--- src/rtl/busio_arbiter_pkg.sv ---
// busio_arbiter_pkg
//   Shared definitions for the bus interface arbiter:
//   - request size encodings
//   - arbiter FSM state enum
//   - alignment check applied to every granted request
package busio_arbiter_pkg;

  localparam logic [1:0] SIZE_BYTE = 2'd0;
  localparam logic [1:0] SIZE_HALF = 2'd1;
  localparam logic [1:0] SIZE_WORD = 2'd2;
  localparam logic [1:0] SIZE_RSVD = 2'd3;

  typedef enum logic [1:0] {
    IDLE    = 2'd0,
    ACCESS  = 2'd1,
    RESPOND = 2'd2
  } state_t;

  // True when the request cannot be issued on the bus: a halfword on an odd
  // address, a word not on a 4-byte boundary, or the reserved size code.
  function automatic logic is_misaligned(input logic [1:0] size,
                                         input logic [1:0] addr_lo);
    logic bad;
    bad = 1'b0;
    case (size)
      SIZE_BYTE: bad = 1'b0;
      SIZE_HALF: bad = addr_lo[0];
      SIZE_WORD: bad = |addr_lo;
      default:   bad = 1'b1;
    endcase
    return bad;
  endfunction

endpackage

--- src/rtl/busio_arbiter_if.sv ---
// busio_arbiter interfaces
//   busio_req_if : per-channel pipeline requests (flattened, channel i in
//                  slice i), completion/error pulses and shared load result.
//                  master = pipeline requesters, slave = arbiter.
//   busio_mem_if : single downstream memory bus.
//                  master = arbiter, slave = memory system.
interface busio_req_if #(
  parameter int CHANNELS   = 2,
  parameter int ADDR_WIDTH = 32
);
  logic [CHANNELS*ADDR_WIDTH-1:0] req_address;
  logic [CHANNELS*32-1:0]         req_store_data;
  logic [CHANNELS*2-1:0]          req_size;
  logic [CHANNELS-1:0]            req_signed;
  logic [CHANNELS-1:0]            req_load;
  logic [CHANNELS-1:0]            req_store;
  logic [CHANNELS-1:0]            req_ready;
  logic [CHANNELS-1:0]            req_error;
  logic [31:0]                    req_load_data;

  modport master (
    output req_address, req_store_data, req_size, req_signed, req_load, req_store,
    input  req_ready, req_error, req_load_data
  );

  modport slave (
    input  req_address, req_store_data, req_size, req_signed, req_load, req_store,
    output req_ready, req_error, req_load_data
  );
endinterface

interface busio_mem_if #(
  parameter int ADDR_WIDTH = 32,
  parameter int DATA_WIDTH = 32
);
  logic [ADDR_WIDTH-1:0]   bus_address;
  logic [DATA_WIDTH-1:0]   bus_write_data;
  logic [DATA_WIDTH/8-1:0] bus_strobe;
  logic                    bus_read;
  logic                    bus_write;
  logic [DATA_WIDTH-1:0]   bus_read_data;
  logic                    bus_ready;

  modport master (
    output bus_address, bus_write_data, bus_strobe, bus_read, bus_write,
    input  bus_read_data, bus_ready
  );

  modport slave (
    input  bus_address, bus_write_data, bus_strobe, bus_read, bus_write,
    output bus_read_data, bus_ready
  );
endinterface

--- src/rtl/busio_arbiter_lane_align.sv ---
// bus_lane_align
//   Combinational byte-lane steering between a 32-bit requester view and a
//   DATA_WIDTH-bit bus.
//   offset     : byte offset of the access inside one bus word
//   size       : SIZE_BYTE / SIZE_HALF / SIZE_WORD
//   is_signed  : sign-extend byte/half loads
//   store_data : right-aligned store value
//   read_data  : raw bus read data
//   write_data : store value replicated into every lane of its size
//   strobe     : byte enables for the addressed lanes
//   load_data  : extracted and extended load result
module bus_lane_align
  import busio_arbiter_pkg::*;
#(
  parameter int  DATA_WIDTH = 32,
  localparam int STRB_W     = DATA_WIDTH / 8,
  localparam int OFF_W      = $clog2(STRB_W)
) (
  input  logic [OFF_W-1:0]      offset,
  input  logic [1:0]            size,
  input  logic                  is_signed,
  input  logic [31:0]           store_data,
  input  logic [DATA_WIDTH-1:0] read_data,
  output logic [DATA_WIDTH-1:0] write_data,
  output logic [STRB_W-1:0]     strobe,
  output logic [31:0]           load_data
);

  logic [31:0] shifted;

  always_comb begin
    write_data = '0;
    strobe     = '0;
    load_data  = '0;
    // Only the low 32 bits of the lane-shifted word can hold the result.
    shifted    = 32'(read_data >> {offset, 3'b000});
    case (size)
      SIZE_BYTE: begin
        write_data = {STRB_W{store_data[7:0]}};
        strobe     = STRB_W'(1) << offset;
        load_data  = is_signed ? {{24{shifted[7]}}, shifted[7:0]}
                               : {24'h0, shifted[7:0]};
      end
      SIZE_HALF: begin
        write_data = {(STRB_W/2){store_data[15:0]}};
        strobe     = STRB_W'(3) << offset;
        load_data  = is_signed ? {{16{shifted[15]}}, shifted[15:0]}
                               : {16'h0, shifted[15:0]};
      end
      default: begin
        write_data = {(STRB_W/4){store_data}};
        strobe     = STRB_W'(4'hF) << offset;
        load_data  = shifted;
      end
    endcase
  end

endmodule

--- src/rtl/busio_arbiter.sv ---
// busio_arbiter
//   Arbitrates CHANNELS pipeline request channels onto one memory bus with
//   fixed-priority or round-robin grant, byte-lane alignment, store strobes,
//   load extension and misalignment detection.
//   clk   : clock, all state on rising edge
//   reset : asynchronous, active-low
//   req   : busio_req_if.slave  (requests in, ready/error/load data out)
//   bus   : busio_mem_if.master (address/data/strobes/read/write out)
module busio_arbiter
  import busio_arbiter_pkg::*;
#(
  parameter int CHANNELS    = 2,
  parameter int ADDR_WIDTH  = 32,
  parameter int DATA_WIDTH  = 32,
  parameter int ROUND_ROBIN = 0
) (
  input  logic       clk,
  input  logic       reset,
  busio_req_if.slave  req,
  busio_mem_if.master bus
);

  localparam int STRB_W = DATA_WIDTH / 8;
  localparam int OFF_W  = $clog2(STRB_W);
  localparam int GNT_W  = (CHANNELS > 1) ? $clog2(CHANNELS) : 1;

  typedef logic [GNT_W-1:0] gnt_t;

  state_t                state_q, state_d;
  gnt_t                  grant_q, last_grant_q, sel;
  logic                  any_active, sel_bad;
  logic                  error_q, write_q;
  logic [CHANNELS-1:0]   active;
  logic [ADDR_WIDTH-1:0] sel_addr;
  logic [1:0]            sel_size;

  logic [ADDR_WIDTH-1:0] addr_q;
  logic [1:0]            size_q;
  logic                  signed_q;
  logic [31:0]           wdata_q, rdata_q;

  logic [DATA_WIDTH-1:0] lane_wdata;
  logic [STRB_W-1:0]     lane_strobe;
  logic [31:0]           lane_load;

  assign active = req.req_load | req.req_store;

  // Grant search: fixed priority starts at channel 0, round-robin starts
  // just after the last channel that was answered.
  always_comb begin : grant_pick
    int start;
    int idx;
    sel        = '0;
    any_active = 1'b0;
    start      = (ROUND_ROBIN != 0) ? ((int'(last_grant_q) + 1) % CHANNELS) : 0;
    idx        = 0;
    for (int k = 0; k < CHANNELS; k++) begin
      idx = (start + k) % CHANNELS;
      if (!any_active && active[idx]) begin
        any_active = 1'b1;
        sel        = gnt_t'(idx);
      end
    end
  end

  assign sel_addr = req.req_address[int'(sel)*ADDR_WIDTH +: ADDR_WIDTH];
  assign sel_size = req.req_size[int'(sel)*2 +: 2];
  assign sel_bad  = is_misaligned(sel_size, sel_addr[1:0]);

  always_comb begin
    state_d = state_q;
    case (state_q)
      IDLE:    if (any_active) state_d = sel_bad ? RESPOND : ACCESS;
      ACCESS:  if (bus.bus_ready) state_d = RESPOND;
      RESPOND: state_d = IDLE;
      default: state_d = IDLE;
    endcase
  end

  always_ff @(posedge clk or negedge reset) begin
    if (!reset) begin
      state_q      <= IDLE;
      grant_q      <= '0;
      last_grant_q <= gnt_t'(CHANNELS - 1);
      error_q      <= 1'b0;
      write_q      <= 1'b0;
    end else begin
      state_q <= state_d;
      if (state_q == IDLE && any_active) begin
        grant_q <= sel;
        error_q <= sel_bad;
        // Load and store together is treated as a store.
        write_q <= req.req_store[sel];
      end
      if (state_q != RESPOND && state_d == RESPOND)
        last_grant_q <= (state_q == IDLE) ? sel : grant_q;
    end
  end

  // Request payload: captured at grant, read result captured on bus_ready.
  // Left unreset; every output derived from it is gated by the FSM state.
  always_ff @(posedge clk) begin
    if (state_q == IDLE && any_active) begin
      addr_q   <= sel_addr;
      size_q   <= sel_size;
      signed_q <= req.req_signed[sel];
      wdata_q  <= req.req_store_data[int'(sel)*32 +: 32];
      rdata_q  <= '0;
    end else if (state_q == ACCESS && bus.bus_ready && !write_q) begin
      rdata_q  <= lane_load;
    end
  end

  bus_lane_align #(.DATA_WIDTH(DATA_WIDTH)) u_lane (
    .offset     (addr_q[OFF_W-1:0]),
    .size       (size_q),
    .is_signed  (signed_q),
    .store_data (wdata_q),
    .read_data  (bus.bus_read_data),
    .write_data (lane_wdata),
    .strobe     (lane_strobe),
    .load_data  (lane_load)
  );

  always_comb begin
    bus.bus_read       = 1'b0;
    bus.bus_write      = 1'b0;
    bus.bus_address    = '0;
    bus.bus_write_data = '0;
    bus.bus_strobe     = '0;
    req.req_ready      = '0;
    req.req_error      = '0;
    req.req_load_data  = '0;
    if (state_q == ACCESS) begin
      bus.bus_read    = !write_q;
      bus.bus_write   = write_q;
      bus.bus_address = {addr_q[ADDR_WIDTH-1:OFF_W], {OFF_W{1'b0}}};
      bus.bus_strobe  = lane_strobe;
      if (write_q) bus.bus_write_data = lane_wdata;
    end
    if (state_q == RESPOND) begin
      req.req_ready     = CHANNELS'(1) << grant_q;
      req.req_error     = error_q ? (CHANNELS'(1) << grant_q) : '0;
      req.req_load_data = rdata_q;
    end
  end

endmodule

--- src/flat_wrapper.sv ---
// flat-port wrapper written by rule: the top's interface ports become plain ports
module busio_arbiter_flat import busio_arbiter_pkg::*;
#(
  parameter int CHANNELS    = 2,
  parameter int ADDR_WIDTH  = 32,
  parameter int DATA_WIDTH  = 32,
  parameter int ROUND_ROBIN = 0
)
  (clk, reset, req_req_address, req_req_store_data, req_req_size, req_req_signed, req_req_load, req_req_store, req_req_ready, req_req_error, req_req_load_data, bus_bus_address, bus_bus_write_data, bus_bus_strobe, bus_bus_read, bus_bus_write, bus_bus_read_data, bus_bus_ready);
  busio_req_if #(.CHANNELS(CHANNELS), .ADDR_WIDTH(ADDR_WIDTH)) req_i ();
  busio_mem_if #(.ADDR_WIDTH(ADDR_WIDTH), .DATA_WIDTH(DATA_WIDTH)) bus_i ();
  input  logic clk;
  input  logic reset;
  input wire logic [$bits(req_i.req_address)-1:0] req_req_address;
  input wire logic [$bits(req_i.req_store_data)-1:0] req_req_store_data;
  input wire logic [$bits(req_i.req_size)-1:0] req_req_size;
  input wire logic [$bits(req_i.req_signed)-1:0] req_req_signed;
  input wire logic [$bits(req_i.req_load)-1:0] req_req_load;
  input wire logic [$bits(req_i.req_store)-1:0] req_req_store;
  output wire logic [$bits(req_i.req_ready)-1:0] req_req_ready;
  output wire logic [$bits(req_i.req_error)-1:0] req_req_error;
  output wire logic [$bits(req_i.req_load_data)-1:0] req_req_load_data;
  output wire logic [$bits(bus_i.bus_address)-1:0] bus_bus_address;
  output wire logic [$bits(bus_i.bus_write_data)-1:0] bus_bus_write_data;
  output wire logic [$bits(bus_i.bus_strobe)-1:0] bus_bus_strobe;
  output wire logic [$bits(bus_i.bus_read)-1:0] bus_bus_read;
  output wire logic [$bits(bus_i.bus_write)-1:0] bus_bus_write;
  input wire logic [$bits(bus_i.bus_read_data)-1:0] bus_bus_read_data;
  input wire logic [$bits(bus_i.bus_ready)-1:0] bus_bus_ready;
  assign req_i.req_address = req_req_address;
  assign req_i.req_store_data = req_req_store_data;
  assign req_i.req_size = req_req_size;
  assign req_i.req_signed = req_req_signed;
  assign req_i.req_load = req_req_load;
  assign req_i.req_store = req_req_store;
  assign req_req_ready = req_i.req_ready;
  assign req_req_error = req_i.req_error;
  assign req_req_load_data = req_i.req_load_data;
  assign bus_bus_address = bus_i.bus_address;
  assign bus_bus_write_data = bus_i.bus_write_data;
  assign bus_bus_strobe = bus_i.bus_strobe;
  assign bus_bus_read = bus_i.bus_read;
  assign bus_bus_write = bus_i.bus_write;
  assign bus_i.bus_read_data = bus_bus_read_data;
  assign bus_i.bus_ready = bus_bus_ready;
  busio_arbiter #(.CHANNELS(CHANNELS), .ADDR_WIDTH(ADDR_WIDTH), .DATA_WIDTH(DATA_WIDTH), .ROUND_ROBIN(ROUND_ROBIN)) u_core (.clk(clk), .reset(reset), .req(req_i), .bus(bus_i));
endmodule
--- config.mk ---
export PLATFORM = sky130hd
export DESIGN_NAME = busio_arbiter_flat
export DESIGN_NICKNAME = d
export VERILOG_FILES = /design/src/rtl/busio_arbiter_pkg.sv /design/src/rtl/busio_arbiter_if.sv /design/src/rtl/busio_arbiter_lane_align.sv /design/src/rtl/busio_arbiter.sv /design/src/flat_wrapper.sv
export SDC_FILE = /design/constraint.sdc
export NUM_CORES = 1
export LEC_CHECK = 0
export ABC_AREA = 1
export CAP_MARGIN = 20
export CORE_MARGIN = 4
export CORE_UTILIZATION = 38
export CTS_CLUSTER_DIAMETER = 50
export DETAILED_ROUTE_END_ITERATION = 12
export PLACE_DENSITY = 0.8
export SYNTH_ARGS = -nofsm -noshare
export SYNTH_HDL_FRONTEND = slang
export SYNTH_SLANG_ARGS = --single-unit
export TNS_END_PERCENT = 100
--- constraint.sdc ---
create_clock -name clk -period 1.7 [get_ports clk]
set_input_delay 0.34 -clock clk [delete_from_list [all_inputs] [get_ports clk]]
set_output_delay 0.34 -clock clk [all_outputs]
set_load 0.05 [all_outputs]
After elaboration in Yosys (flattened, before gate mapping)
Cells that the tools add are included.
- order comparisons: 1
- equality and inequality tests: 7
- shift-type cells: 8
- mux-type cells: 27
- bitwise logic cells: 1
- reductions and logical operators: 11
- operators by type and width (cell ; number):
    2-to-1 mux 32 bit ; 6
    one-hot mux 32 bit (2 select lines) ; 2
    indexed part select 64 x 7 -> 32 bit ; 2
    right shift 32 x 5 -> 32 bit ; 1
    2-to-1 mux 2 bit ; 6
    2-to-1 mux 1 bit ; 9
    one-hot mux 4 bit (2 select lines) ; 1
    equality test 2 x 1 -> 1 bit (second input constant) ; 3
    zero test 2 bit ; 3
    equality test 2 bit (second input constant) ; 2
    logical AND 1 bit ; 4
    2-to-1 mux 4 bit ; 1
    one-hot mux 2 bit (2 select lines) ; 1
    indexed part select 4 x 3 -> 2 bit ; 1
    left shift 1 x 2 -> 4 bit (first input constant) ; 1
    left shift 2 x 2 -> 4 bit (first input constant) ; 1
    left shift 4 x 2 -> 4 bit (first input constant) ; 1
    one-hot mux 1 bit (3 select lines) ; 1
    zero test 1 bit ; 2
    less-than comparator 1 x 2 -> 1 bit (second input constant) ; 1
    inequality test 2 x 1 -> 1 bit (second input constant) ; 1
    inequality test 2 bit (second input constant) ; 1
    bitwise OR 2 bit ; 1
    AND reduction 2 bit ; 1
    other kinds (2) ; 2
- bits in registers: 104
- output and inout port bits: 106
- word-level logic and storage cells: 64

Longest topological paths before layout
- depth in word-level cells: 11
- depth in mapped cells: 10

Hierarchy
From an unflattened synthesis, not the netlist that was laid out.
- cell total of the unflattened synthesis: 775
- area total of the unflattened synthesis: 6451.2 um^2
- modules (own cells, without submodules) (module ; instances ; cells each ; area each (um^2) ; seq. area each (um^2)):
    busio_arbiter ; 1 ; 523 ; 5221.3 ; 2777.7
    bus_lane_align ; 1 ; 252 ; 1229.9 ; 0.0

Worst setup path after synthesis
OpenSTA, ideal clock, no wires.
- path kind: register -> output
- from: register u_core.state_q[1]
- to: output port bus_bus_write_data[15]
- arrival: 2.696 ns
- setup slack: -1.336 ns
- cell stages (with the launch flop): 7
- path through: dfrtp_1 > inv_2 > nand2_2 > nor2_1 > inv_1 > buf_2 > nor3_1
- cells in the longest elaborated chain, start to end: 2
- ends and longest elaborated chain (item ; line ; text):
    start, declared ; busio_arbiter.sv:29 ; state_t state_q, state_d;
    start signal, assigned ; busio_arbiter.sv:88 ; state_q <= state_d;
    equality test 2 x 1 -> 1 bit ; busio_arbiter.sv:134 ; if (state_q == ACCESS) begin
    2-to-1 mux 32 bit ; busio_arbiter.sv:134 ;
    end, declared ; flat_wrapper.sv:24 ; output wire logic [$bits(bus_i.bus_write_data)-1:0] bus_bus_write_data;
Every way passes these cells.

Worst setup path in the final report
- from: register u_core.state_q[1]
- to: output port bus_bus_write_data[27]
Same word-level chain as after synthesis.

==> flow_summary.ini <==
[route]
vias = 6501
first_pass_iters = 6
drc = 0
wire_per_inst_um = 19.2
avgViaCountPerCell = 5.04
drt-total-wl_um = 24800
ant_nets = 0
drtIter0Drc = 593

[place]
place_hpwl_um = 17100
numPortBuffers = 276
post-place-ws_ps = -285
dpl.cell_count = 1238
gp_congestion = 0.893

[global_routing]
met3_usage = 0.0596
antenna_found_initial = 1
overflow = 0
grt_use_met2 = 0.489
grt_pass1_vias = 6778
grt_max_degree = 38
grt_usage = 0.262
grt_first_pass_wirelength_um = 36500
grt_util_met1 = 0.287
top_usage_layer = met2

[clock_tree]
clock-root-buffer = clkbuf_16
numCtsBuffers = 9
cts.clk_slew.worst_paths_ps = 70
cts_hold_buf = 0
worstSkewPairLatency_ps = 350
cts_buffer_depth = 2
htree_levels = 3
cts_sinks = 104
cts_tree = done

[synthesis]
synth.area.mux_share = 0.118
synth_compound_gate_area_share = 0.0844
synth.top_cell.area_share = 0.334
netlist_instances = 741
synth_fa_ha_area_frac = 0
synth_top_area_cell = edfxtp_1
post_synth_num_cell_types = 31
synth.area.top_cells = edfxtp_1, mux2_2, dfxtp_1, nor2_1, inv_1
synth_xor_area_frac = 0
synth.yosys.seq_area_share = 0.461
synth_top_family_by_area = simple AND/OR/NAND/NOR gates
synth-simple-area-share = 0.221
netlist_area_um2 = 6020
syn_avg_cell_area_um2 = 8.13
ys_seq_elements = 104
yosys_warnings = 0

[sta]
hold_violations = 0
setup_viol = 95
drv_slew = 0
clock.fmax_mhz = 500
rsz0062_at_grt = yes
fin_tns_setup_ps = -13100
skew_ps = 13.8
period_needed_ps = 2000
fin_ws_ps = -300
period_share = 1.18

[layout]
final_cell_mix = clkdlybuf4s50_1, inv_1, nand2_1
drive_gt1_frac = 0.416
fin_cells = 1289
layout_commonest_cell = clkdlybuf4s50_1
final_util = 0.792
area_delta_synth_final_pct = 102
fin_nets = 1245

[floorplanning]
rows = 45
ios = 279
die_w_um = 134
core_um2 = 15400
start_util = 0.392
dieArea_um2 = 17900
die_y_um = 134

[hold_path]
hold_path.class = primary input to asynchronous set/reset pin

[worst_setup_path]
crit_path_max_fanout = 8
worst_setup_path_start_kind = flip-flop
cp.arrival_ps = 1660
critical_path_class = flip-flop to output pin
cp.required_ps = 1360
reg2reg_slack_ps = 40
end_kind = output pin

[power_and_ir_drop]
p_total_mw = 18.3
ir_drop_uv = 930
p_leak_nw = 4.92
p_per_area_nw_per_um2 = 1510

[outcome]
status = complete, but fails checks
failed_checks = negative setup slack

[flow_run]
maxCapViolations = 0
-- synthesized netlist by cell type (all sizes together) --
| library cell | count |
|---|---|
| dfxtp | 32 |
| buf | 33 |
| nor3 | 5 |
| nand2 | 113 |
| a221oi | 1 |
| conb | 1 |
| o211ai | 7 |
| dfrtp | 5 |
| nor2 | 141 |
| inv | 120 |
| a31oi | 7 |
| nand4 | 1 |
| clkbuf | 10 |
| mux2 | 63 |
| o22ai | 2 |
| a21oi | 48 |
| o21ai | 30 |
| edfxtp | 67 |
| or2 | 7 |
| nand3b | 2 |
| nand3 | 46 |
-- routing by layer --
metal / part of all wire / vias to the layer above
met1: 0.34 / 3024
li1: - / 3067
met2: 0.53 / 349
met5: 0 / -
met3: 0.091 / 61
met4: 0.038 / 0
-- report_power, final --
group,internal [mW],switching [mW],total [mW]
registers,3.83,0.441,4.27
clock network,1.19,0.954,2.15
logic,5.06,6.86,11.9
-- worst paths after layout --
path | start | to | cells past startpoint
max in group asynchronous | reset | u_core.grant_q | 1
worst max-delay path | u_core.state_q[1] | bus_bus_write_data[27] | 8
worst min register to register | u_core.rdata_q[7] | u_core.rdata_q[7] | 2
worst min-delay path | reset | u_core.state_q[1] | 1
min in group clk | u_core.rdata_q[7] | u_core.rdata_q[7] | 2
worst max register to register | u_core.state_q[1] | u_core.rdata_q[18] | 10
-- kinds of logic (layout without fill, tap and decap cells) --
group / after synthesis / after routing
flip-flops: 104 / 104
multiplexers: 63 / 63
buffers and inverters: 163 / 497
AO/OA/AOI/OAI: 95 / 95
AND/OR/NAND/NOR: 315 / 316
other: 1 / 3
-- per-stage QoR --
stage / hold slack, ps / cell area (µm²)
floorplan: 44.4 / 6500
global placement: 499 / 10500
detailed placement: 503 / 10500
CTS: 199 / 11800
global route: 220 / 12200
finish: 210 / 12200
-- repair_timing --
item                                    4_1_cts  5_1_grt
buffers inserted                             12       13
pin swaps                                    16       16
gates cloned                                  8        4
endpoints found under the setup margin      104      128
resized for setup                           194       39
-- worst max-delay path, stage by stage, from the launching register on --
cell and delay [ps]:
dfrtp_1 390, inv_2 80, nand2_4 70, nor2_4 160, inv_6 90, buf_4 160, buf_4 130, nor2_4 80
buf_8 150
-- registers in the layout, indices dropped and copies added (netlist names) --
register         cells
u_core.addr_q       32
u_core.rdata_q      32
u_core.wdata_q      32
u_core.size_q        2
u_core.state_q       2
u_core.error_q       1
u_core.grant_q       1
u_core.signed_q      1
u_core.write_q       1
-- layout make-up --
type / instances / area, µm²
Timing Repair Buffer: 361 / 4710
Multi-Input combinational cell: 476 / 3660
Fill cell: 885 / 3190
Sequential cell: 104 / 2780
Inverter: 120 / 463
Clock buffer: 11 / 264
Tap cell: 211 / 264
Clock inverter: 5 / 43.8
Antenna cell: 1 / 2.50
No activity file was read; power rests on OpenSTA's default activity.
